[src/rtl/spi_slave.sv]
// SPI mode-0 slave: oversampled sclk/ss_n/mosi, MSB-first words,
// status word shifted out on miso while the received word assembles.
module spi_slave #(
  parameter int DATA_W      = 8,
  parameter int SYNC_STAGES = 2
) (
  input  logic              clk,
  input  logic              rst,
  input  logic              sclk,
  input  logic              ss_n,
  input  logic              mosi,
  output logic              miso,
  output logic              miso_oe,
  input  logic [DATA_W-1:0] tx_data,
  output logic              tx_load,
  output logic [DATA_W-1:0] rx_data,
  output logic              rx_valid,
  output logic              busy,
  output logic              frame_err
);

  localparam int CNT_W = $clog2(DATA_W) + 1;
  localparam logic [CNT_W-1:0] CNT_FULL = CNT_W'(DATA_W);

  typedef enum logic {
    IDLE,
    SHIFT
  } state_e;

  logic [SYNC_STAGES-1:0] sclk_sync_q;
  logic [SYNC_STAGES-1:0] ss_sync_q;
  logic [SYNC_STAGES-1:0] mosi_sync_q;
  logic                   sclk_prev_q;
  logic                   ss_prev_q;

  logic sclk_s;
  logic ss_s;
  logic mosi_s;
  logic sclk_rise;
  logic sclk_fall;
  logic ss_fall;
  logic ss_rise;

  state_e            state_q, state_d;
  logic [CNT_W-1:0]  cnt_q, cnt_d;
  logic [CNT_W-1:0]  cnt_inc;
  logic [DATA_W-1:0] rx_shift_q, rx_shift_d;
  logic [DATA_W-1:0] rx_next;
  logic [DATA_W-1:0] tx_shift_q, tx_shift_d;
  logic [DATA_W-1:0] rx_data_q, rx_data_d;
  logic              miso_q, miso_d;
  logic              oe_q, oe_d;
  logic              rx_valid_q, rx_valid_d;
  logic              tx_load_q, tx_load_d;
  logic              ferr_q, ferr_d;

  // Synchronizer chains plus one delay stage for edge detection.
  // ss chain clears low so a low ss_n at release is never a fresh select.
  always_ff @(posedge clk or negedge rst) begin
    if (!rst) begin
      sclk_sync_q <= '0;
      ss_sync_q   <= '0;
      mosi_sync_q <= '0;
      sclk_prev_q <= 1'b0;
      ss_prev_q   <= 1'b0;
    end else begin
      sclk_sync_q <= {sclk_sync_q[SYNC_STAGES-2:0], sclk};
      ss_sync_q   <= {ss_sync_q[SYNC_STAGES-2:0], ss_n};
      mosi_sync_q <= {mosi_sync_q[SYNC_STAGES-2:0], mosi};
      sclk_prev_q <= sclk_sync_q[SYNC_STAGES-1];
      ss_prev_q   <= ss_sync_q[SYNC_STAGES-1];
    end
  end

  assign sclk_s    = sclk_sync_q[SYNC_STAGES-1];
  assign ss_s      = ss_sync_q[SYNC_STAGES-1];
  assign mosi_s    = mosi_sync_q[SYNC_STAGES-1];
  assign sclk_rise = sclk_s & ~sclk_prev_q;
  assign sclk_fall = ~sclk_s & sclk_prev_q;
  assign ss_fall   = ~ss_s & ss_prev_q;
  assign ss_rise   = ss_s & ~ss_prev_q;

  assign cnt_inc = cnt_q + 1'b1;
  assign rx_next = {rx_shift_q[DATA_W-2:0], mosi_s};

  // State, shifters and registered outputs.
  always_ff @(posedge clk or negedge rst) begin
    if (!rst) begin
      state_q    <= IDLE;
      cnt_q      <= '0;
      rx_shift_q <= '0;
      tx_shift_q <= '0;
      rx_data_q  <= '0;
      miso_q     <= 1'b0;
      oe_q       <= 1'b0;
      rx_valid_q <= 1'b0;
      tx_load_q  <= 1'b0;
      ferr_q     <= 1'b0;
    end else begin
      state_q    <= state_d;
      cnt_q      <= cnt_d;
      rx_shift_q <= rx_shift_d;
      tx_shift_q <= tx_shift_d;
      rx_data_q  <= rx_data_d;
      miso_q     <= miso_d;
      oe_q       <= oe_d;
      rx_valid_q <= rx_valid_d;
      tx_load_q  <= tx_load_d;
      ferr_q     <= ferr_d;
    end
  end

  // Next state: ss rise wins over any sclk edge seen in the same cycle.
  always_comb begin
    state_d    = state_q;
    cnt_d      = cnt_q;
    rx_shift_d = rx_shift_q;
    tx_shift_d = tx_shift_q;
    rx_data_d  = rx_data_q;
    miso_d     = miso_q;
    oe_d       = oe_q;
    rx_valid_d = 1'b0;
    tx_load_d  = 1'b0;
    ferr_d     = 1'b0;
    unique case (state_q)
      IDLE: begin
        cnt_d  = '0;
        miso_d = 1'b0;
        oe_d   = 1'b0;
        if (ss_fall) begin
          state_d    = SHIFT;
          rx_shift_d = '0;
          tx_shift_d = tx_data;
          tx_load_d  = 1'b1;
          miso_d     = tx_data[DATA_W-1];
          oe_d       = 1'b1;
        end
      end
      SHIFT: begin
        if (ss_rise) begin
          state_d = IDLE;
          cnt_d   = '0;
          miso_d  = 1'b0;
          oe_d    = 1'b0;
          ferr_d  = (cnt_q != '0);
        end else if (sclk_rise) begin
          rx_shift_d = rx_next;
          if (cnt_inc == CNT_FULL) begin
            rx_data_d  = rx_next;
            rx_valid_d = 1'b1;
            cnt_d      = '0;
          end else begin
            cnt_d = cnt_inc;
          end
        end else if (sclk_fall) begin
          if (cnt_q != '0) begin
            tx_shift_d = tx_shift_q << 1;
            miso_d     = tx_shift_q[DATA_W-2];
          end else begin
            tx_shift_d = tx_data;
            tx_load_d  = 1'b1;
            miso_d     = tx_data[DATA_W-1];
          end
        end
      end
      default: begin
        state_d = IDLE;
      end
    endcase
  end

  assign miso      = miso_q;
  assign miso_oe   = oe_q;
  assign rx_data   = rx_data_q;
  assign rx_valid  = rx_valid_q;
  assign tx_load   = tx_load_q;
  assign frame_err = ferr_q;
  assign busy      = (state_q == SHIFT);

endmodule

[config.mk]
export PLATFORM = sky130hd
export DESIGN_NAME = spi_slave
export DESIGN_NICKNAME = d
export VERILOG_FILES = /design/src/rtl/spi_slave.sv
export SDC_FILE = /design/constraint.sdc
export NUM_CORES = 1
export LEC_CHECK = 0
export ABC_AREA = 1
export CAP_MARGIN = 10
export CORE_ASPECT_RATIO = 1.4
export CORE_MARGIN = 2
export CORE_UTILIZATION = 23
export CTS_CLUSTER_DIAMETER = 150
export DETAILED_ROUTE_END_ITERATION = 6
export HOLD_SLACK_MARGIN = 0.15
export PLACE_DENSITY = 0.45
export SLEW_MARGIN = 40
export SYNTH_ARGS = -nofsm -noshare
export SYNTH_HDL_FRONTEND = slang
export SYNTH_SLANG_ARGS = --single-unit
[constraint.sdc]
create_clock -name clk -period 1.8 [get_ports clk]
set_input_delay 0.36 -clock clk [delete_from_list [all_inputs] [get_ports clk]]
set_output_delay 0.36 -clock clk [all_outputs]
set_load 0.02 [all_outputs]
# Word-level counts from Yosys, hierarchy flattened

Index checks and enable logic that the tools add are counted.

Word-level logic and storage cells: 77
Register bits: 40
Input bits: 13
Output and inout bits: 14

Equal/unequal tests: 10
Bitwise operators: 10
Add/sub/neg operators: 1
Multiplexer cells: 36
Reductions and logical operators: 5

Operators by type and width:

| operator                                     | number |
|---|---|
| two-way mux 7 bit                            | 8 |
| case mux 7 bit (2 select lines)              | 2 |
| two-way mux 1 bit                            | 18 |
| two-way mux 4 bit                            | 3 |
| != test 2 bit (second input constant)        | 6 |
| != test 3 bit (second input constant)        | 3 |
| case mux 1 bit (2 select lines)              | 4 |
| case mux 4 bit (2 select lines)              | 1 |
| AND reduction 4 bit                          | 2 |
| inverter 1 bit                               | 6 |
| adder 4 x 1 -> 4 bit (second input constant) | 1 |
| AND 1 bit                                    | 4 |
| equality test 4 bit (second input constant)  | 1 |
| nonzero test 4 bit                           | 1 |
| AND reduction 3 bit                          | 1 |
| AND reduction 2 bit                          | 1 |

# Depth between registers and ports, before layout

Depth in word-level cells: 6
Mapped depth: 9
Gate-level depth less buffers: 8

# Worst setup path before layout

No wires, ideal clock.

Path kind: reg2reg
Start: register state_q, in the netlist busy
End: register rx_shift_q[3]
Required time: 1.683 ns
Arrival: 1.189 ns
Clock period less this slack: 1.306 ns
Path slack: 0.494 ns
Buffers on the path: 2
Stages on the path, launching flop included: 9
Setup time: 0.117 ns
Cell sequence: dfrtp_1 > buf_6 > inv_6 > nand3_4 > nand2_4 > o21ai_4 > buf_6 > nand2_1 > o21ai_2

Cells in the longest elaborated chain, start to end: 3
Elaborated cells between the ends (all ways): 6
Classes of those cells: 3 x eq/ne; 1 x mux; 1 x bitwise; 1 x reduce/logical

RTL lines:

| element                              | line | RTL |
|---|---|---|
| start: declaration                   | 44   | `state_e state_q, state_d;` |
| start signal: assignment             | 100  | `state_q <= state_d;` |
| inverter 1 bit                       | --   |  |
| != test 2 bit (no source line)       | --   |  |
| AND reduction 3 bit (no source line) | --   |  |
| end signal: assignment               | 102  | `rx_shift_q <= rx_shift_d;` |
| end: declaration                     | 47   | `logic [DATA_W-1:0] rx_shift_q, rx_shift_d;` |

Several ways; a longest one is shown, not always the timed one.
A chain may end at the register's enable or synchronous reset.

# Worst setup path in the final report

Start: register state_q, in the netlist busy
End: output port busy

RTL lines:

| element          | line | RTL |
|---|---|---|
| end: declaration | 18   | `output logic busy,` |

No word-level cell between the ends.

==> out/qor.csv <==
metric;value;unit
slew_headroom;66.69;%
drive_above_1_share;15.81;%
path_cells;clkdlybuf4s50_1;
synth_cell_types;26;
cellPowerDensity;957.8;mW/mm²
drtIter0Drc;58;
antenna_left;0;
critPathRequiredTime;1.44;ns
ys_dominant_reg_cell;dfrtp_1;
final_max_slew_viol_count;0;
grt_antenna_before_repair;0;
finalCritPeriodShare;93.10;%
grt-ovfl-total;0;
netlist_top_cells_count;68 x nand2_1, 40 x dfrtp_1, 19 x inv_1, 11 x nand3_1, 9 x nand4_1;
clk_path_buf_depth;2;
cts_buffers;5;
worst_ir_drop_vdd;359.5;µV
arrival;1.32;ns
cts_tree;built;
path_max_fanout;3;
async_reset_ff_share;100.0;%
track_usage;9.271;%
cp_num_buf_inv;1;
cts_resized;0;
root_buffer;clkbuf_8;
coreArea;0.007702;mm²
wl;3.691;mm
finalSetupTns;0;ns
grt_pass1_vias;1305;
synth.largest_area_cell;dfrtp_1;
post-dp-hpwl;2.718;mm
synth_edf_count;0;
h-tree-depth;2;
avgSynthCellArea;9.213;µm²
synthTopCellsByArea;dfrtp_1 55%, nand2_1 14%, inv_1 3.9%, o21ai_2 3.4%, nand4_1 3.1%;
nets;249;
synth_top_area_share;54.87;%
rsz0062_at_grt;no;
netlist_instances;198;
synth_warnings;0;
grt_pass1_wl;6.210;mm
seq_area;0.001001;mm²
postSynthNetCount;214;
die_area;0.008670;mm²
wl_per_cell;11.05;µm
critPathMaxStageDelay;0.62;ns
p_leak;0.001132;µW
grt_max_degree;23;
pre_cts_ws;0.3190;ns
setup_violations;0;
period_minus_slack;1.676;ns
dpl_cell_area;0.002205;mm²
yosysMostFrequentCell;nand2_1;
layout_setup_ws;0.1241;ns
vias_per_cell;4.042;
worst_pin_slew;0.4997;ns
die_x;79.27;µm
multi_input_area;679.4;µm²
hold_violations;0;
design_area;0.002322;mm²
slowest_stage;clkdlybuf4s50_1;
cts-hold-fix-buffers;1;
pin_count;27;
critPathKind;reg -> out;
diodes;0;
routabilityCongestion;0.7445;
hp-class;reg -> reg;
max_cap_violations;0;
syn_to_final_growth;27.30;%
syn_area;0.001824;mm²
clk_pin_slew;0.08;ns
port_buffers;26;
worstSkewPairLatency;0.29;ns
fmax;596.7;MHz
drcViolationCount;0;
vias;1350;
synth_seq_area_share;54.87;%
start_util;23.68;%
cp-start-kind;register;
end_kind;output port;
post_cts_buffers;0;
fin_worst_skew;0.009388;ns
crit_family;buffers and inverters;
rows;38;
drtPass1Iterations;4;
outcome;finished, final reports clean;
fillerInstances;851;
ys_ff_latch;40;
cts.sinks;40;
die_h;109.4;µm
## sequential cells by signal, indices dropped and copies added (netlist names), 2 cells and up
name and flops:
cnt_q 4, ss_sync_q 2, tx_shift_q 7, rx_data 8
sclk_sync_q 2, rx_shift_q 7, mosi_sync_q 2
## cells in the final DEF, fill, tap and decap left out, types with 2 or more instances in the layout
master,count
clkdlybuf4s50_1,25
nor2_1,7
buf_4,7
dfrtp_1,40
nand2_4,2
clkbuf_8,5
nand3b_1,6
nand3_1,11
nor2_2,3
ha_1,3
o21ai_0,2
nand2_1,68
inv_2,3
nand2_2,3
nand4_1,9
o21ai_2,7
inv_1,19
## stage by stage
step | hold slack [ns] | std cells | utilization (%) | power, µW
after floorplan | 0.06441 | 198 | - | 1369
after global routing | 0.3598 | 334 | 30.15 | 2354
after detailed placement | 0.3389 | 325 | 28.62 | 1514
final | 0.3551 | 334 | 30.15 | 2224
after global placement | 0.3325 | 325 | 28.62 | 1512
after CTS | 0.3569 | 334 | 30.15 | 2256
## area by class of cell
cell class	count	share of cell area, %
Timing Repair Buffer	34	13.69
Inverter	23	3.933
Multi-Input combinational cell	129	29.26
Clock buffer	6	3.125
Tap cell	100	5.388
Clock inverter	2	1.509
Sequential cell	40	43.10
## final timing paths
path                              start      endpoint  slack, ns  cells after the start
hold reg to reg            ss_sync_q[0]  ss_sync_q[1]       0.36                      0
max in group asynchronous           rst       miso_oe       0.71                      3
setup reg to reg                   busy    rx_data[5]       0.34                      6
setup / recovery                   busy          busy       0.12                      1
hold / removal             ss_sync_q[0]  ss_sync_q[1]       0.36                      0
min in group asynchronous           rst    rx_data[6]       0.56                      2
## layer usage
layer,up-vias,global-route usage (%),share of wire (%)
met5,-,0,0
met4,0,4.557,2.0
met3,5,2.135,3.2
met2,25,15.56,49
met1,627,11.16,45
li1,693,-,-
## power by group
part	leakage (µW)	total, µW	switching (µW)	internal, µW
sequential	0.000522	1070	66.2	1010
clock	0.0000552	736	324	412
combinational	0.000555	415	245	170
## logic make-up (layout without fill, tap and decap cells)
kind of cell / count (synthesis) / count (layout) / synth area share (%)
flops: 40 / 40 / 54.87
fa+ha+maj: 3 / 3 / 2.058
compound gates: 14 / 14 / 6.104
buf+inv: 29 / 65 / 7.887
simple gates: 112 / 112 / 29.08
Note: power is estimated with default switching activity, not from simulation.
